### config.mk
export PLATFORM = sky130hd
export DESIGN_NAME = bsg_mcl_rx_word_buffer_flat
export DESIGN_NICKNAME = d
export VERILOG_FILES = /design/src/rtl/bsg_mcl_rx_word_buffer_pkg.sv /design/src/rtl/bsg_mcl_rx_word_buffer_if.sv /design/src/rtl/bsg_mcl_rx_word_buffer_fifo.sv /design/src/rtl/bsg_mcl_rx_word_buffer.sv /design/src/flat_wrapper.sv
export SDC_FILE = /design/constraint.sdc
export NUM_CORES = 1
export LEC_CHECK = 0
export CORE_UTILIZATION = 55
export CTS_BUF_LIST = sky130_fd_sc_hd__clkbuf_2 sky130_fd_sc_hd__clkbuf_4 sky130_fd_sc_hd__clkbuf_8
export CTS_CLUSTER_DIAMETER = 200
export DETAILED_ROUTE_END_ITERATION = 12
export PLACE_DENSITY = 0.84
export SLEW_MARGIN = 20
export SYNTH_ARGS = -nofsm -noshare
export SYNTH_HDL_FRONTEND = slang
export SYNTH_SLANG_ARGS = --single-unit
### constraint.sdc
create_clock -name clk_i -period 3.3 [get_ports clk_i]
set_clock_uncertainty 0.05 [all_clocks]
set_input_delay 0.66 -clock clk_i [delete_from_list [all_inputs] [get_ports clk_i]]
set_output_delay 0.66 -clock clk_i [all_outputs]
set_load 0.01 [all_outputs]
### src/rtl/bsg_mcl_rx_word_buffer_pkg.sv
// Shared types and constants for the AXI-Lite to manycore-link receive path.
package bsg_axil_to_mcl_pkg;

    // Width of one AXI-Lite data beat and of every buffered word.
    localparam int axil_data_width_gp = 32;

    // Receive word buffer control states.
    typedef enum logic [0:0] {
        E_IDLE  = 1'b0,
        E_SHIFT = 1'b1
    } rx_buf_state_e;

    // Index width for n entries, never narrower than one bit.
    function automatic int unsigned idx_width(input int unsigned n);
        idx_width = (n > 32'd1) ? $clog2(n) : 32'd1;
    endfunction

endpackage

### src/rtl/bsg_mcl_rx_word_buffer_if.sv
// Packet-in / word-out handshake bundle of one receive slot.
// slave: the word buffer; master: the endpoint plus AXI-Lite read slave.
interface bsg_mcl_rx_word_buffer_if
    import bsg_axil_to_mcl_pkg::*;
#(
    parameter int pkt_words_p = 4
);

    logic [pkt_words_p*axil_data_width_gp-1:0] pkt;
    logic                                       pkt_v;
    logic                                       pkt_ready;
    logic [axil_data_width_gp-1:0]              rx;
    logic                                       rx_v;
    logic                                       rx_ready;
    logic [axil_data_width_gp-1:0]              occupancy;

    modport slave (
        input  pkt,
        input  pkt_v,
        output pkt_ready,
        output rx,
        output rx_v,
        input  rx_ready,
        output occupancy
    );

    modport master (
        output pkt,
        output pkt_v,
        input  pkt_ready,
        input  rx,
        input  rx_v,
        output rx_ready,
        input  occupancy
    );

endinterface

### src/rtl/bsg_mcl_rx_word_buffer_fifo.sv
// 1r1w word FIFO with asynchronous-read head. Writes are assumed to have
// space reserved upstream; pops while empty are ignored.
module bsg_mcl_rx_word_fifo
    import bsg_axil_to_mcl_pkg::*;
#(
    parameter int els_p   = 16,
    parameter int width_p = 32
) (
    input  logic                             clk_i,
    input  logic                             reset_n_i,
    input  logic                             w_v,
    input  logic [width_p-1:0]               w_data,
    input  logic                             pop,
    output logic [width_p-1:0]               head,
    output logic                             head_v,
    output logic [$clog2(els_p+1)-1:0]       count
);

    localparam int ptr_w_lp = idx_width(els_p);
    localparam int cnt_w_lp = $clog2(els_p + 1);
    localparam logic [cnt_w_lp-1:0] cnt_one_lp = cnt_w_lp'(1);

    logic [width_p-1:0]  mem_r [els_p];
    logic [ptr_w_lp-1:0] wptr_r;
    logic [ptr_w_lp-1:0] rptr_r;
    logic [cnt_w_lp-1:0] count_r;
    logic [cnt_w_lp-1:0] count_next_s;
    logic                pop_s;

    // Pointer advance that wraps at the FIFO depth.
    function automatic logic [ptr_w_lp-1:0] ptr_inc(input logic [ptr_w_lp-1:0] p);
        if (p == ptr_w_lp'(els_p - 1)) begin
            ptr_inc = '0;
        end else begin
            ptr_inc = p + ptr_w_lp'(1);
        end
    endfunction

    assign pop_s = pop & (count_r != '0);

    // Occupancy bookkeeping: a simultaneous write and pop cancel out.
    always_comb begin
        count_next_s = count_r;
        case ({w_v, pop_s})
            2'b10:   count_next_s = count_r + cnt_one_lp;
            2'b01:   count_next_s = count_r - cnt_one_lp;
            default: count_next_s = count_r;
        endcase
    end

    // Pointer and count registers.
    always_ff @(posedge clk_i or negedge reset_n_i) begin
        if (!reset_n_i) begin
            wptr_r  <= '0;
            rptr_r  <= '0;
            count_r <= '0;
        end else begin
            if (w_v) begin
                wptr_r <= ptr_inc(wptr_r);
            end
            if (pop_s) begin
                rptr_r <= ptr_inc(rptr_r);
            end
            count_r <= count_next_s;
        end
    end

    // Storage array; contents are meaningless until written, so no reset.
    always_ff @(posedge clk_i) begin
        if (w_v) begin
            mem_r[wptr_r] <= w_data;
        end
    end

    assign head   = mem_r[rptr_r];
    assign head_v = (count_r != '0);
    assign count  = count_r;

endmodule

### src/rtl/bsg_mcl_rx_word_buffer.sv
// Receive word buffer for one manycore-link slot: admits whole packets only
// when the FIFO can absorb every word, then shifts them in word 0 first.
module bsg_mcl_rx_word_buffer
    import bsg_axil_to_mcl_pkg::*;
#(
    parameter int pkt_words_p = 4,
    parameter int fifo_els_p  = 16
) (
    input  logic                      clk_i,
    input  logic                      reset_n_i,
    bsg_mcl_rx_word_buffer_if.slave   bus
);

    localparam int idx_w_lp = idx_width(pkt_words_p);
    localparam int cnt_w_lp = $clog2(fifo_els_p + 1);
    localparam logic [idx_w_lp-1:0] idx_last_lp = idx_w_lp'(pkt_words_p - 1);
    localparam logic [idx_w_lp-1:0] idx_one_lp  = idx_w_lp'(1);

    if ((fifo_els_p & (fifo_els_p - 1)) != 0) begin : g_bad_els_pow2
        $error("fifo_els_p must be a power of 2");
    end
    if (fifo_els_p < pkt_words_p) begin : g_bad_els_size
        $error("fifo_els_p must be at least pkt_words_p");
    end

    rx_buf_state_e                 state_r;
    rx_buf_state_e                 state_next_s;
    logic [axil_data_width_gp-1:0] buf_r [pkt_words_p];
    logic [idx_w_lp-1:0]           idx_r;
    logic [idx_w_lp-1:0]           idx_next_s;
    logic                          ready_en_r;
    logic                          pkt_ready_s;
    logic                          accept_s;
    logic                          fifo_w_v_s;
    logic                          has_space_s;
    logic [cnt_w_lp-1:0]           count_s;
    logic [cnt_w_lp-1:0]           free_s;
    logic [axil_data_width_gp-1:0] head_s;
    logic                          head_v_s;

    // Space for a full packet must exist before any of it is admitted.
    assign free_s      = cnt_w_lp'(fifo_els_p) - count_s;
    assign has_space_s = (free_s >= cnt_w_lp'(pkt_words_p));
    assign accept_s    = pkt_ready_s & bus.pkt_v;

    // Next-state, word index and FIFO write decode.
    always_comb begin
        state_next_s = state_r;
        idx_next_s   = idx_r;
        fifo_w_v_s   = 1'b0;
        pkt_ready_s  = 1'b0;
        case (state_r)
            E_IDLE: begin
                pkt_ready_s = ready_en_r & has_space_s;
                if (pkt_ready_s & bus.pkt_v) begin
                    state_next_s = E_SHIFT;
                    idx_next_s   = '0;
                end else begin
                    state_next_s = E_IDLE;
                end
            end
            E_SHIFT: begin
                fifo_w_v_s = 1'b1;
                if (idx_r == idx_last_lp) begin
                    state_next_s = E_IDLE;
                    idx_next_s   = '0;
                end else begin
                    state_next_s = E_SHIFT;
                    idx_next_s   = idx_r + idx_one_lp;
                end
            end
            default: begin
                state_next_s = E_IDLE;
                idx_next_s   = '0;
            end
        endcase
    end

    // State and word index registers.
    always_ff @(posedge clk_i or negedge reset_n_i) begin
        if (!reset_n_i) begin
            state_r <= E_IDLE;
            idx_r   <= '0;
        end else begin
            state_r <= state_next_s;
            idx_r   <= idx_next_s;
        end
    end

    // Holds packet admission off while in reset and until the first edge after.
    always_ff @(posedge clk_i or negedge reset_n_i) begin
        if (!reset_n_i) begin
            ready_en_r <= 1'b0;
        end else begin
            ready_en_r <= 1'b1;
        end
    end

    // Shift buffer captures the whole packet on acceptance.
    always_ff @(posedge clk_i or negedge reset_n_i) begin
        if (!reset_n_i) begin
            for (int i = 0; i < pkt_words_p; i++) begin
                buf_r[i] <= '0;
            end
        end else if (accept_s) begin
            for (int i = 0; i < pkt_words_p; i++) begin
                buf_r[i] <= bus.pkt[i*axil_data_width_gp +: axil_data_width_gp];
            end
        end
    end

    bsg_mcl_rx_word_fifo #(
        .els_p   (fifo_els_p),
        .width_p (axil_data_width_gp)
    ) fifo (
        .clk_i     (clk_i),
        .reset_n_i (reset_n_i),
        .w_v       (fifo_w_v_s),
        .w_data    (buf_r[idx_r]),
        .pop       (bus.rx_ready),
        .head      (head_s),
        .head_v    (head_v_s),
        .count     (count_s)
    );

    assign bus.pkt_ready = pkt_ready_s;
    assign bus.rx        = head_s;
    assign bus.rx_v      = head_v_s;
    assign bus.occupancy = axil_data_width_gp'(count_s);

endmodule

### src/flat_wrapper.sv
// flat-port wrapper written by rule: the top's interface ports become plain ports
module bsg_mcl_rx_word_buffer_flat import bsg_axil_to_mcl_pkg::*;
#(
    parameter int pkt_words_p = 4,
    parameter int fifo_els_p  = 16
)
  (clk_i, reset_n_i, bus_pkt, bus_pkt_v, bus_pkt_ready, bus_rx, bus_rx_v, bus_rx_ready, bus_occupancy);
  bsg_mcl_rx_word_buffer_if #(.pkt_words_p(pkt_words_p)) bus_i ();
  input  logic clk_i;
  input  logic reset_n_i;
  input wire logic [$bits(bus_i.pkt)-1:0] bus_pkt;
  input wire logic [$bits(bus_i.pkt_v)-1:0] bus_pkt_v;
  output wire logic [$bits(bus_i.pkt_ready)-1:0] bus_pkt_ready;
  output wire logic [$bits(bus_i.rx)-1:0] bus_rx;
  output wire logic [$bits(bus_i.rx_v)-1:0] bus_rx_v;
  input wire logic [$bits(bus_i.rx_ready)-1:0] bus_rx_ready;
  output wire logic [$bits(bus_i.occupancy)-1:0] bus_occupancy;
  assign bus_i.pkt = bus_pkt;
  assign bus_i.pkt_v = bus_pkt_v;
  assign bus_pkt_ready = bus_i.pkt_ready;
  assign bus_rx = bus_i.rx;
  assign bus_rx_v = bus_i.rx_v;
  assign bus_i.rx_ready = bus_rx_ready;
  assign bus_occupancy = bus_i.occupancy;
  bsg_mcl_rx_word_buffer #(.pkt_words_p(pkt_words_p), .fifo_els_p(fifo_els_p)) u_core (.clk_i(clk_i), .reset_n_i(reset_n_i), .bus(bus_i));
endmodule
Word level (Yosys, flattened, before mapping) --
Memories as Yosys holds them, arrays and structs flattened. Index checks and enable logic that the tools add are counted.
Word-level totals: memory bits (writable) 512, word-level logic and storage cells 49, output and inout bits 66, memories 1, flip-flop bits (word level) 145
Memory list:
- u_core.fifo.mem_r | words 16, width 32, read ports 1, clocked after memory_dff 0, wr ports 1, line bsg_mcl_rx_word_buffer_fifo.sv:23 | logic [width_p-1:0] mem_r [els_p];
Operators by class: $add $sub $neg 6, reduce and logical (&&, ||, !) cells 2, order comparisons 2, mux-type cells 16, eq/ne operators 6, bitwise logic cells 6
Operator list (count):
- 32-bit binary-select mux with 2-bit select | 1
- 32-bit two-way mux | 2
- 5-bit one-hot mux with 2 select lines | 1
- 4-bit by 1-bit adder with 4-bit output (second input constant) | 2
- 4-bit == test (second input constant) | 2
- 4-bit two-way mux | 2
- 1-bit two-way mux | 6
- 5-bit by 1-bit adder with 5-bit output (second input constant) | 1
- 5-bit by 3-bit greater-or-equal comparator with 1-bit output (second input constant) | 1
- 5-bit nonzero test | 1
- 5-bit by 1-bit subtractor with 5-bit output (second input constant) | 1
- 5-bit subtractor (first input constant) | 1
- 1-bit bitwise AND | 4
- 2-bit == test (second input constant) | 2
- 2-bit two-way mux | 2
- 2-bit one-hot mux with 2 select lines | 1
- 3-bit greater-or-equal comparator (second input constant) | 1
- 2-bit inverter with 3-bit output | 1
- 2-bit by 1-bit adder with 2-bit output (second input constant) | 1
- 2-bit by 1-bit == test with 1-bit output (second input constant) | 1
- 2-bit by 1-bit != test with 1-bit output (second input constant) | 1
- 1-bit one-hot mux with 2 select lines | 1
- 2-bit nonzero test | 1
- 1-bit inverter | 1

Longest topological paths before layout --
depth in word-level cells 6, depth in mapped cells 14, depth with buffers taken out 12

Cells and area by module --
Synthesis repeated with hierarchy kept, for this count alone.
Second synthesis, totals: cells, all modules 1376, area, all modules 26837.0 µm²
By module, submodules not included:
- bsg_mcl_rx_word_fifo | area each 20375.8 µm², times used 1, cells an instance 1018, sequential area each 15700.1 µm²
- bsg_mcl_rx_word_buffer | area each 6461.2 µm², times used 1, cells an instance 358, sequential area each 3303.2 µm²

Least setup slack after synthesis --
OpenSTA, ideal clock, no wires.
path kind flip-flop to flip-flop, from reg u_core.state_r, to mem u_core.fifo.mem_r[3][0], enable pin, buffers on the path 1, arrival time 2998 ps, setup slack -209 ps, required time 2789 ps, setup time 461 ps, cell stages (with the launch flop) 4, cells stage by stage dfrtp_1 -> clkbuf_1 -> nand2_1 -> nor3_1
On the way: longest elaborated chain between the ends 3
RTL lines:
- from (decl) | line bsg_mcl_rx_word_buffer.sv:26 | rx_buf_state_e state_r;
- from (signal assigned) | line bsg_mcl_rx_word_buffer.sv:85 | state_r <= state_next_s;
- 1-bit two-way mux | line bsg_mcl_rx_word_buffer.sv:52 | case (state_r)
- 1-bit two-way mux | line bsg_mcl_rx_word_buffer_fifo.sv:70 | if (w_v) begin
- 1-bit two-way mux (implied by the code) | line bsg_mcl_rx_word_buffer_fifo.sv:71 | mem_r[wptr_r] <= w_data;
- to (decl) | line bsg_mcl_rx_word_buffer_fifo.sv:23
No other way between the ends.

Worst setup path after layout --
from reg u_core.fifo.rptr_r[0], to out bus_rx[26]
On the way: longest elaborated chain between the ends 1
RTL lines:
- from (decl) | line bsg_mcl_rx_word_buffer_fifo.sv:25 | logic [ptr_w_lp-1:0] rptr_r;
- from (signal assigned) | line bsg_mcl_rx_word_buffer_fifo.sv:62 | rptr_r <= ptr_inc(rptr_r);
- memory 16 x 32 bit
- to (decl) | line flat_wrapper.sv:14 | output wire logic [$bits(bus_i.rx)-1:0] bus_rx;
No other way between the ends.

==> run_results.csv <==
group,metric,value,unit
setup_path,worst_setup_path_start_kind,"flop",
detailed_routing,viasPerCell,6.14,
setup_path,worst_ep_required_time,2.59,ns
sta,finalMaxSlewViolations,0,
pwr,internal-power,21800,uW
floorplan,row_count,79,
finish,final_common_cell,"edfxtp_1",
pwr,pwr-share-seq,42.7,%
sta,fin_crit_sh,101,%
pwr,swShare,32.6,%
global_routing,grt_pass1_vias,14634,
sta,timing.hold.ws,0.373,ns
logic_synthesis,ys_seq_area_share,72.1,%
pwr,share_clk_of_total_power,20.4,%
global_routing,grt_pass1_wl,90800,um
logic_synthesis,async_flop_share,22.1,%
finish,register_area,19000,um2
setup_path,worstPathArrival,2.61,ns
floorplan,core,47000,um2
floorplan,fp.dieH,221,um
finish,final_nets,1678,
logic_synthesis,postSynthCellCount,1243,
sta,setup_viol,7,
cts,clkLatencyLatePin,0.70,ns
setup_path,cpLargestDelayFamily,"buffers and inverters",
global_routing,antenna_found_initial,1,
floorplan,dieArea,48800,um2
floorplan,fp.dieW,221,um
outcome,violations,"design-rule violations, negative setup slack",
detailed_routing,first_pass_iters,11,
finish,design_area,31900,um2
sta,relSlewSlack,54.8,%
placement,place_congestion,0.753,
cts,cts_tree,"done",
detailed_routing,antenna_left,0,
logic_synthesis,synth.cell_area,26400,um2
setup_path,slowest_delay,0.54,ns
logic_synthesis,synth_seq_cells,657,
finish,layout-drive-gt1-share,41.0,%
finish,syn2layout_area_growth,21.0,%
setup_path,cp-end-kind,"primary output",
global_routing,met2_usage,41.4,%
pwr,p_per_area,1020,nW/um2
detailed_routing,drtIter0Drc,1309,
detailed_routing,via_count,13677,
global_routing,grt_max_degree,112,
pwr,vdd_drop_max,615,uV
floorplan,initial_core_util,56.1,%
cts,cts_max_level,3,
pwr,pwr-share-comb,36.9,%
placement,dpl.hpwl,33800,um
detailed_routing,wl_per_cell,27.3,um
sta,worstMarginPinSlew,0.677,ns
detailed_routing,route.detailed.drc,3,
sta,hold_viol,0,
min_path,hold_path_class,"input port to async pin",
placement,numPortBuffers,170,
detailed_routing,wl,60800,um
global_routing,grt.met1_usage,33.4,%
sta,max_freq,0.301,GHz
pwr,power_switching,10600,uW
setup_path,critPathSlowestCell,"mux4_2",
sta,rsz0062_at_grt,"true",
cts,cts_root_buf,"clkbuf_8",
setup_path,crit_chain,"buf_4, buf_12, mux4_2, a22oi_2, nand2_1, dlygate4sd2_1",
logic_synthesis,yosysTopAreaCellShare,58.3,%
logic_synthesis,synth_edf_count,512,
placement,place_inst,1997,
cts,cts_made_buffers,98,
cts,clk_path_buf_depth,3,
logic_synthesis,synth_warnings,0,
setup_path,critPathBufInv,3,
finish,final_cell_mix,"512 x edfxtp_1, 160 x mux4_2, 138 x dfrtp_1",
cts,clock-sinks,657,
finish,fillCellCount,2707,
sta,setup_slack,-0.0228,ns
logic_synthesis,ys_top_cells_by_area,"edfxtp_1 58%, dfrtp_1 14%, mux4_2 14%",
global_routing,grt-busiest-layer,"met2",
global_routing,grt_usage,25.3,%
logic_synthesis,yosysTopAreaCell,"edfxtp_1",
setup_path,crit_type,"flop to primary output",
global_routing,grt-ovfl-total,0,
finish,fin_cells,2226,
setup_path,cp_max_fo,7,
floorplan,io_pins,198,
cts,clk_pin_slew,0.07,ns
logic_synthesis,synth_area_per_cell,21.2,um2
logic_synthesis,synthDistinctLibCells,41,
pwr,p_leak,0.0113,uW
logic_synthesis,synth_ff_type,"edfxtp_1",
outcome,status,"complete, but fails checks",
run,drv_cap,0,
finish,multiInputGateArea,7190,um2
pwr,finalPower,32400,uW
sta,period_needed,3.32,ns
placement,placed_cell_area,29000,um2
global_routing,use_met3,5.54,%
repair_timing:
action | in CTS | in global routing
buffers inserted | 34 | 4
setup endpoints to repair | 33 | 30
resized for setup | 179 | 43
hold buffers | 0 | 1
pin swaps | 30 | 21
gates cloned | 8 | 1
endpoints found under the hold margin | 0 | 28
stage by stage:
step / util (%) / TNS, ns / setup slack (ns)
2_1_floorplan: - / 0 / 0.613
3_3_place_gp: 61.8 / 0 / 0.241
3_5_place_dp: 61.8 / 0 / 0.160
4_1_cts: 67.4 / -0.877 / -0.112
5_1_grt: 67.9 / -1.08 / -0.121
6_report: 67.9 / -0.102 / -0.0228
sequential cells by signal, indices dropped and copies added (netlist names):
signal and count:
u_core.idx_r 2, u_core.fifo.count 5, u_core.state_r 1, u_core.fifo.rptr_r 4, u_core.fifo.mem_r 512, u_core.ready_en_r 1
u_core.fifo.wptr_r 4, u_core.buf_r 128
power groups by stage:
| stage | combinational, uW | clock (uW) | sequential, uW |
|---|---|---|---|
| 2_1_floorplan | 7050 | 0 | 13400 |
| 3_3_place_gp | 10300 | 0 | 13800 |
| 3_5_place_dp | 10800 | 0 | 14000 |
| 4_1_cts | 11500 | 6620 | 13800 |
| 5_1_grt | 12600 | 7050 | 14000 |
| 6_report | 12000 | 6600 | 13800 |
area by class of cell:
type                    instances  share of cell area, %
inverters                       6                 0.0707
clock inverters                38                  0.703
diodes                          1                0.00785
flip-flops and latches        657                   59.7
multi-input cells             506                   22.6
repair buffers                267                   9.19
well taps                     607                   2.38
clock buffers                 144                   5.41
layer usage:
| metal | part of all wire [%] | up-vias |
|---|---|---|
| met5 | 0 | - |
| met4 | 2.8 | 0 |
| li1 | - | 5611 |
| met3 | 9.0 | 121 |
| met2 | 50 | 761 |
| met1 | 38 | 7184 |
cell usage after synthesis, drive strengths merged (3+ instances only):
cell type	count
mux2	129
nor3	4
o21ai	8
xor2	5
buf	66
nor2	14
nand2	48
mux4	160
nand2b	4
dfrtp	145
clkbuf	34
ha	10
a21oi	6
edfxtp	512
a22oi	64
nor2b	3
inv	6
xnor2	4
final timing paths:
path,to,from,slack [ns],cells after the start
worst max-delay path,bus_rx[26],u_core.fifo.rptr_r[0],-0.02,6
worst min-delay path,u_core.buf_r[126],reset_n_i,0.37,2
worst max register to register,u_core.fifo.count[4],u_core.fifo.count[1],0.41,12
worst min register to register,u_core.buf_r[96],u_core.buf_r[96],0.46,1
max in group asynchronous,u_core.buf_r[41],reset_n_i,2.13,3
min in group clk_i,u_core.buf_r[96],u_core.buf_r[96],0.46,1
cells by family (layout without fill, tap and decap cells):
family | count (synthesis) | after routing | share of synthesized area [%]
DFF | 657 | 657 | 72.1
muxes | 289 | 289 | 20.7
adders and majority gates | 10 | 10 | 0.475
other | 2 | 29 | 0.0285
xor gates and xnor gates | 9 | 9 | 0.299
buffers and inverters | 106 | 455 | 2.54
AOI/OAI and AO/OA | 86 | 86 | 2.34
and+or+nand+nor | 84 | 84 | 1.47
worst register-to-register path, stage by stage (launching register included):
cell and delay, ns:
dfrtp_2 0.43, nor4_4 0.32, ha_1 0.21, inv_1 0.06
nand2_1 0.17, inv_1 0.11, ha_1 0.32, xor2_1 0.19
ha_1 0.23, nand2b_1 0.09, a21oi_1 0.08, nor4_1 0.38
xnor2_1 0.17
Power figures use the tool's default switching activity.
